## src/rtl/seq_alu_pkg.sv

```systemverilog
// Shared opcode/state encodings and flag helpers for the sequential ALU.
package seq_alu_pkg;

   typedef enum logic [3:0] {
      OP_ADD  = 4'b0000,
      OP_SUB  = 4'b0001,
      OP_MUL  = 4'b0010,
      OP_DIV  = 4'b0011,
      OP_XOR  = 4'b0100,
      OP_AND  = 4'b0101,
      OP_OR   = 4'b0110,
      OP_NOR  = 4'b0111,
      OP_SHL  = 4'b1000,
      OP_SHR  = 4'b1001,
      OP_SHL2 = 4'b1010,
      OP_SRA  = 4'b1011,
      OP_GT   = 4'b1100,
      OP_LT   = 4'b1101,
      OP_GE   = 4'b1110,
      OP_LE   = 4'b1111
   } alu_op_e;

   typedef enum logic [1:0] {
      IDLE = 2'd0,
      MUL  = 2'd1,
      DIV  = 2'd2,
      DONE = 2'd3
   } alu_state_e;

   // Signed overflow of r = a + b', given the sign bits of a, b' and r.
   function automatic logic add_ovf(input logic a_msb, input logic b_msb, input logic r_msb);
      return (a_msb == b_msb) && (r_msb != a_msb);
   endfunction

endpackage

```

## src/rtl/seq_alu_iter_muldiv.sv

```systemverilog
// Iterative unsigned shift-add multiplier / restoring divider, one bit per cycle.
// Latency WIDTH cycles after start; result and done are valid combinationally on the final cycle.
module iter_muldiv #(
   parameter int WIDTH = 32
) (
   input  logic             clock,
   input  logic             reset,
   input  logic             start,
   input  logic             is_div,
   input  logic [WIDTH-1:0] a,
   input  logic [WIDTH-1:0] b,
   output logic             busy,
   output logic             done,
   output logic [WIDTH-1:0] result,
   output logic             hi_nonzero
);
   localparam int CNT_W = $clog2(WIDTH);

   logic [CNT_W-1:0] cnt;
   logic             mode_div;
   logic [WIDTH-1:0] hi, lo, opb;
   logic [WIDTH:0]   mul_sum, div_shift, div_diff;
   logic [WIDTH-1:0] nxt_hi, nxt_lo;

   // hi:lo is the running product for mult, remainder:quotient for div.
   always_comb begin
      mul_sum   = {1'b0, hi} + (lo[0] ? {1'b0, opb} : '0);
      div_shift = {hi, lo[WIDTH-1]};
      div_diff  = div_shift - {1'b0, opb};
      if (mode_div) begin
         if (!div_diff[WIDTH]) begin
            nxt_hi = div_diff[WIDTH-1:0];
            nxt_lo = {lo[WIDTH-2:0], 1'b1};
         end else begin
            nxt_hi = div_shift[WIDTH-1:0];
            nxt_lo = {lo[WIDTH-2:0], 1'b0};
         end
      end else begin
         nxt_hi = mul_sum[WIDTH:1];
         nxt_lo = {mul_sum[0], lo[WIDTH-1:1]};
      end
   end

   assign done       = busy && (cnt == CNT_W'(WIDTH - 1));
   assign result     = nxt_lo;
   assign hi_nonzero = |nxt_hi;

   always_ff @(posedge clock or posedge reset) begin
      if (reset) begin
         busy     <= 1'b0;
         cnt      <= '0;
         mode_div <= 1'b0;
         hi       <= '0;
         lo       <= '0;
         opb      <= '0;
      end else if (start) begin
         busy     <= 1'b1;
         cnt      <= '0;
         mode_div <= is_div;
         hi       <= '0;
         lo       <= a;
         opb      <= b;
      end else if (busy) begin
         hi  <= nxt_hi;
         lo  <= nxt_lo;
         cnt <= cnt + 1'b1;
         if (done) busy <= 1'b0;
      end
   end

endmodule

```

## src/rtl/seq_alu.sv

```systemverilog
// Handshaked ALU: single-cycle ops in 1 cycle, mult/div in WIDTH+1, div-by-zero in 1.
// Result is held in DONE until out_ready; no new op is accepted until the result is taken.
module seq_alu
   import seq_alu_pkg::*;
#(
   parameter int WIDTH   = 32,
   parameter int SHAMT_W = $clog2(WIDTH)
) (
   input  logic             clock,
   input  logic             reset,
   input  logic             in_valid,
   output logic             in_ready,
   input  logic [3:0]       opt,
   input  logic             sign,
   input  logic [WIDTH-1:0] a,
   input  logic [WIDTH-1:0] b,
   output logic             out_valid,
   input  logic             out_ready,
   output logic [WIDTH-1:0] out,
   output logic             zero,
   output logic             negative,
   output logic             carry
);
   alu_state_e         state;
   alu_op_e            op;
   logic               accept, b_zero, md_start;
   logic               md_busy, md_done, md_hi_nz;
   logic [WIDTH-1:0]   md_result;
   logic               unused_md_busy;
   logic [WIDTH-1:0]   b_neg, add_res, sub_res, sc_out;
   logic [SHAMT_W-1:0] shamt;
   logic               sc_carry, lt, eq;

   assign op       = alu_op_e'(opt);
   assign in_ready = (state == IDLE);
   assign accept   = in_valid && in_ready;
   assign b_zero   = (b == '0);
   assign md_start = accept && ((op == OP_MUL) || ((op == OP_DIV) && !b_zero));

   assign b_neg   = ~b + 1'b1;
   assign add_res = a + b;
   assign sub_res = a + b_neg;
   assign shamt   = b[SHAMT_W-1:0];
   assign lt      = sign ? ($signed(a) < $signed(b)) : (a < b);
   assign eq      = (a == b);

   assign zero           = (out == '0);
   assign negative       = out[WIDTH-1];
   assign unused_md_busy = md_busy;

   iter_muldiv #(.WIDTH(WIDTH)) u_muldiv (
      .clock      (clock),
      .reset      (reset),
      .start      (md_start),
      .is_div     (op == OP_DIV),
      .a          (a),
      .b          (b),
      .busy       (md_busy),
      .done       (md_done),
      .result     (md_result),
      .hi_nonzero (md_hi_nz)
   );

   always_comb begin
      sc_out   = '0;
      sc_carry = 1'b0;
      case (op)
         OP_ADD: begin
            sc_out   = add_res;
            sc_carry = add_ovf(a[WIDTH-1], b[WIDTH-1], add_res[WIDTH-1]);
         end
         OP_SUB: begin
            sc_out   = sub_res;
            sc_carry = add_ovf(a[WIDTH-1], b_neg[WIDTH-1], sub_res[WIDTH-1]);
         end
         OP_XOR:          sc_out = a ^ b;
         OP_AND:          sc_out = a & b;
         OP_OR:           sc_out = a | b;
         OP_NOR:          sc_out = ~(a | b);
         OP_SHL, OP_SHL2: sc_out = a << shamt;
         OP_SHR:          sc_out = a >> shamt;
         OP_SRA:          sc_out = $unsigned($signed(a) >>> shamt);
         OP_GT:           sc_out = {{(WIDTH-1){1'b0}}, !lt && !eq};
         OP_LT:           sc_out = {{(WIDTH-1){1'b0}}, lt};
         OP_GE:           sc_out = {{(WIDTH-1){1'b0}}, !lt};
         OP_LE:           sc_out = {{(WIDTH-1){1'b0}}, lt || eq};
         default: ;
      endcase
   end

   always_ff @(posedge clock or posedge reset) begin
      if (reset) begin
         state     <= IDLE;
         out_valid <= 1'b0;
         out       <= '0;
         carry     <= 1'b0;
      end else begin
         case (state)
            IDLE: if (in_valid) begin
               if (op == OP_MUL) begin
                  state <= MUL;
               end else if (op == OP_DIV && !b_zero) begin
                  state <= DIV;
               end else if (op == OP_DIV) begin
                  out       <= '1;
                  carry     <= 1'b1;
                  out_valid <= 1'b1;
                  state     <= DONE;
               end else begin
                  out       <= sc_out;
                  carry     <= sc_carry;
                  out_valid <= 1'b1;
                  state     <= DONE;
               end
            end
            MUL: if (md_done) begin
               out       <= md_result;
               carry     <= md_hi_nz;
               out_valid <= 1'b1;
               state     <= DONE;
            end
            DIV: if (md_done) begin
               out       <= md_result;
               carry     <= 1'b0;
               out_valid <= 1'b1;
               state     <= DONE;
            end
            DONE: if (out_ready) begin
               out_valid <= 1'b0;
               state     <= IDLE;
            end
            default: state <= IDLE;
         endcase
      end
   end

endmodule
```

## config.mk

```make
export PLATFORM = sky130hd
export DESIGN_NAME = seq_alu
export DESIGN_NICKNAME = d
export VERILOG_FILES = /design/src/rtl/seq_alu_pkg.sv /design/src/rtl/seq_alu_iter_muldiv.sv /design/src/rtl/seq_alu.sv
export SDC_FILE = /design/constraint.sdc
export NUM_CORES = 1
export LEC_CHECK = 0
export ABC_CLOCK_PERIOD_IN_PS = 15350
export BUFFER_PORTS_ARGS = -buffer_cell sky130_fd_sc_hd__buf_4
export CAP_MARGIN = 25
export CORE_ASPECT_RATIO = 1.5
export CORE_UTILIZATION = 65
export CTS_CLUSTER_SIZE = 40
export DETAILED_ROUTE_END_ITERATION = 16
export GPL_TIMING_DRIVEN = 0
export MAX_ROUTING_LAYER = met4
export PLACE_DENSITY = 0.84
export SYNTH_ARGS = -nofsm -noshare
export SYNTH_HDL_FRONTEND = slang
export SYNTH_SLANG_ARGS = --single-unit
```

## constraint.sdc

```tcl
create_clock -name clock -period 15.35 [get_ports clock]
set_clock_uncertainty 0.2 [all_clocks]
set_input_delay 4.605 -clock clock [delete_from_list [all_inputs] [get_ports clock]]
set_output_delay 4.605 -clock clock [all_outputs]
set_load 0.02 [all_outputs]
```

==> results of run 1 <==
-- layer usage --
| metal | GRT usage | GRT overflow |
|---|---|---|
| met3 | 0.356 | 0 |
| met2 | 0.946 | 48 |
| met1 | 0.645 | 0 |
| met4 | 0.788 | 64 |
| met5 | - | - |
-- cell usage after synthesis (all sizes together) (9+ instances only) --
cell and instances:
a2111oi 11, a211oi 51, a21o 79, a21oi 278
a221oi 24, a22oi 12, a31oi 31, and2 41
and3 12, buf 40, clkbuf 130, dfrtp 139
ha 205, inv 135, mux2 9, mux2i 169
nand2 244, nand2b 25, nand3 45, nand4 24
nor2 260, nor2b 19, nor3 43, nor4 32
o211ai 26, o21a 16, o21ai 260, o21bai 29
o221ai 12, o22ai 13, o31ai 9, or3 20
xnor2 130, xor2 38
-- per-stage QoR --
step           cell area [µm²]   util
3_3_place_gp             21500  0.708
3_5_place_dp             21500  0.710
2_1_floorplan            20200      -
4_1_cts                  22200  0.733
-- cells by family after synthesis --
logic type	after synthesis	share of synthesized area
AOI/OAI and AO/OA	915	0.284
and+or+nand+nor	794	0.183
buffers and inverters	308	0.0601
adders and majority gates	209	0.131
muxes	185	0.0966
xor gates and xnor gates	168	0.0729
DFF	139	0.172
==> results by group, run 1 <==
Run status
  – Outcome: stopped before the end
  – Exit stage: 5_1_grt
  – Tool Error: [ERROR GRT-0116] Global routing finished with congestion. Check the congestion regions in the DRC Viewer.

Synth
  – Post-synth EDFFs: 0
  – Synth area leader: dfrtp_1
  – Synth Instances: 2718
  – Syn nets: 3000
  – Yosys top cell area share: 0.172
  – Post-Synthesis Cell Area: 20200 µm²
  – Synth Flop Type: dfrtp_1
  – Sequential fraction of the synthesis area: 0.172
  – Ys async rst share: 1.00
  – Seq cells post-synth: 139
  – Syn Area/Cell: 7.43 µm²
  – Synth top area cells: dfrtp_1 (17%), ha_1 (13%), mux2i_1 (8.4%), a21oi_1 (6.8%), o21ai_0 (6.2%)
  – Synth warnings: 0
  – Synth cell types: 93

Clocking
  – Max clock buf depth: 2
  – TritonCTS Buffers: 17
  – Sink Count: 139
  – Root Buffer: clkbuf_16
  – # resized after CTS: 0
  – Htree depth: 4
  – Total setup buffers inserted after CTS: 0
  – CTS Hold Bufs: 0

Place
  – Pre-CTS worst setup slack: 3.52 ns
  – GP Congestion: 1.29
  – Number of buffers added on ports: 108
  – Detailed Place HPWL: 73500 µm
  – Placed Cells: 3227

Global routing
  – Vias in the first global route: 25.9k
  – GRT Total Usage: 0.687
  – Gr ovfl total: 112
  – Largest net degree at the start of global routing: 77
  – Global-route wire length before repair: 160000 µm

Die
  – Die height: 218 µm
  – Die Span X: 146 µm
  – I/O Pins: 110
  – Initial Utilization: 0.665
  – Site Rows: 78
==> inputs of run 2 (changes only) <==
--- a/config.mk
+++ b/config.mk
@@ -8,13 +8,10 @@
 export ABC_CLOCK_PERIOD_IN_PS = 15350
 export BUFFER_PORTS_ARGS = -buffer_cell sky130_fd_sc_hd__buf_4
 export CAP_MARGIN = 25
-export CORE_ASPECT_RATIO = 1.5
-export CORE_UTILIZATION = 65
-export CTS_CLUSTER_SIZE = 40
+export CORE_UTILIZATION = 40
 export DETAILED_ROUTE_END_ITERATION = 16
 export GPL_TIMING_DRIVEN = 0
-export MAX_ROUTING_LAYER = met4
-export PLACE_DENSITY = 0.84
+export PLACE_DENSITY_LB_ADDON = 0.15
 export SYNTH_ARGS = -nofsm -noshare
 export SYNTH_HDL_FRONTEND = slang
 export SYNTH_SLANG_ARGS = --single-unit
==> run 2 against run 1 <==
- the run now ends clean
- synthesized area stayed put
- synthesized cell count did not move
==> results by group, run 2 <==
Clocking
  – TritonCTS Buffers: 17 (unchanged)
  – Sink Count: 139 (unchanged)
  – Register clock-pin slew on the reported worst setup and hold paths: 0.06 ns
  – Total setup buffers inserted after CTS: 0 (unchanged)
  – Max clock buf depth: 2 (unchanged)
  – CTS tree: yes
  – CTS Hold Bufs: 0 (unchanged)
  – Root Buffer: clkbuf_16
  – Clk Latency, worst-skew pair: 0.45 ns
  – # resized after CTS: 0 (unchanged)
  – Htree depth: 4 (unchanged)

Setup path
  – Crit path kind: input port to flop
  – Worst Setup Start Kind: input port
  – CP arrival: 11.86 ns
  – Worst Path Required: 15.48 ns
  – Worst reg2reg path endpoint: carry
  – Reg2Reg Depth: 18
  – Reg-to-reg startpoint: u_muldiv.lo[31]
  – R2R Setup Slk: 9.73 ns
  – Crit-path max FO: 12
  – Crit path capture type: flop

Global routing
  – Gr ovfl total: 0
  – Initial antenna violation count: 2
  – Global-route wire length before repair: 145000 µm
  – GRT Total Usage: 0.389
  – Vias in the first global route: 22.0k
  – Largest net degree at the start of global routing: 72

Synth
  – Synth area leader: dfrtp_1
  – Post-synth EDFFs: 0 (unchanged)
  – Most instantiated cells after synthesis: a21oi_1 (274), nor2_1 (259), o21ai_0 (250)
  – Yosys top cell area share: 0.172 (unchanged)
  – Synth cell types: 93 (unchanged)
  – Syn Area/Cell: 7.43 µm² (unchanged)
  – Sequential fraction of the synthesis area: 0.172 (unchanged)
  – Synth warnings: 0 (unchanged)
  – Seq cells post-synth: 139 (unchanged)
  – Synth top area cells: dfrtp_1 (17%), ha_1 (13%), mux2i_1 (8.4%), a21oi_1 (6.8%), o21ai_0 (6.2%)
  – Most frequent cell after synthesis: a21oi_1
  – Synth Flop Type: dfrtp_1
  – Ys async rst share: 1.00 (unchanged)
  – Synth Instances: 2718 (unchanged)
  – Syn nets: 3000 (unchanged)
  – Post-Synthesis Cell Area: 20200 µm² (unchanged)

Route
  – Vias per cell: 6.28
  – WL met2: 48900 µm
  – Met3 routed WL: 5990 µm
  – Vias: 22.2k
  – Routed len/inst: 28.5 µm
  – Post-Route WL: 100000 µm
  – DR iter-0 viols: 1948
  – Pre-antenna DRT Iters: 6
  – Post-route ant nets: 0
  – Met1 Routed Length: 38600 µm
  – Remaining DRCs: 0
  – Max layer used: met4

Die
  – Initial Utilization: 0.409 (-0.256)
  – Core area: 49400 µm²
  – Die height: 227 µm (+4.0%)
  – I/O Pins: 110 (unchanged)
  – Die Span X: 227 µm (+55%)
  – Die area: 51400 µm²
  – Site Rows: 81 (+3.8%)

Timing
  – Final setup margin: 3.62 ns
  – Fin Hold WS: 0.313 ns
  – Final setup viols: 0
  – RSZ-0062 raised after global routing: false
  – Max Clk Rate: 0.0852 GHz
  – TNS Setup: 0 ns
  – Min cycle time layout: 11.73 ns
  – Final Slew Violations: 0
  – Max-slew headroom: 0.180
  – Period utilization: 0.764
  – Worst Max-Slew Pin Slew: 1.22 ns
  – Final hold viol count: 0

Layout
  – Leading cell types in the layout, fill and taps excluded: a21oi_1 (274), nor2_1 (259), o21ai_0 (250)
  – Final core utilization: 0.457
  – Most common cell after layout, fill and taps aside: a21oi_1
  – Fin area: 22500 µm²
  – Layout cells sized above 1: 0.0807
  – Nets: 3133
  – Syn-to-layout area delta: 11.7%
  – # fillers: 5191
  – Layout Cells excl Fill: 3530
  – Area of all sequential standard cells: 3480 µm²
  – Area of the multi-input gates: 15500 µm²

Place
  – Number of buffers added on ports: 108 (unchanged)
  – GP Congestion: 1.04 (-19%)
  – Detailed Place HPWL: 83000 µm (+13%)
  – Area after DPL: 21900 µm² (+1.7%)
  – Pre-CTS worst setup slack: 3.29 ns (-0.231 ns)
  – Placed Cells: 3494 (+8.3%)

Power and ir drop
  – VDD IR-drop max: 0.128 mV
  – Leakage power total: 10.0 nW
  – Tot Pwr: 4.77 mW
  – Pwr dens: 211 nW/µm²

Run status
  – Outcome: complete, no violations

Hold path
  – WHS Endpoint: out[8]
  – Min-delay src: out[8]
  – HP Class: flop to flop
  – Hold path depth: 1

Job
  – Max Cap Viol: 0
-- run 2: cell counts after synthesis --
No cell type changed its count.
-- run 2: report_power, final --
part	switching (mW)	leakage, nW	internal (mW)
Combinational	2.28	8.07	1.31
Clock	0.180	0.294	0.261
Sequential	0.183	1.69	0.555
Total	2.65	10.0	2.12
-- run 2: worst max-delay path by stage --
stage | from | end | slack (ns) | depth (start not counted)
floorplan | b[0] | out[29] | 5.82 | 21
global placement | b[0] | out[31] | 3.37 | 26
global route | b[0] | carry | 3.54 | 23
finish | b[0] | carry | 3.62 | 26
detailed placement | b[0] | out[31] | 3.29 | 26
CTS | b[0] | out[31] | 3.79 | 26
-- run 2: logic make-up (layout without fill, tap and decap cells) --
| logic type | Yosys count | count (layout) | share of synthesized area |
|---|---|---|---|
| simple gates | 794 | 794 | 0.183 |
| flops | 139 | 139 | 0.172 |
| buf+inv | 308 | 454 | 0.0601 |
| compound gates | 915 | 915 | 0.284 |
| fa+ha+maj | 209 | 209 | 0.131 |
| other cells | 0 | 2 | 0 |
| mux | 185 | 185 | 0.0966 |
| xor+xnor | 168 | 168 | 0.0729 |
-- run 2: cell type report --
type,instances,area share
Antenna cell,2,0.000222
Sequential cell,139,0.154
Clock inverter,13,0.00727
Timing Repair Buffer,114,0.0398
Buffer,170,0.0309
Multi-Input combinational cell,2271,0.688
Clock buffer,19,0.0196
Tap cell,664,0.0368
Inverter,138,0.0232
-- run 2: layer usage --
layer	track usage	vias up
met5	0	-
met4	0.241	0
met3	0.0525	291
met2	0.683	1041
met1	0.444	10760
li1	-	10066
-- run 2: worst max-delay path, stage by stage --
cell	delay, ns
buf_4	0.12
clkbuf_1	0.29
clkinv_1	0.29
buf_1	0.72
buf_1	0.84
ha_1	0.35
nand3_1	0.35
nor3_1	0.37
nand2_1	0.29
nor2_1	0.20
xnor2_1	0.08
ha_1	0.26
clkbuf_1	0.41
nand3_1	0.14
nor2_1	0.23
nand2_1	0.14
a211oi_1	0.45
a211oi_1	0.23
o21ai_0	0.26
a21oi_1	0.13
o21ai_0	0.21
a21o_1	0.19
xnor2_1	0.08
a31oi_1	0.23
a211oi_1	0.12
a211o_1	0.25
Note: power is estimated with default switching activity, not from simulation.
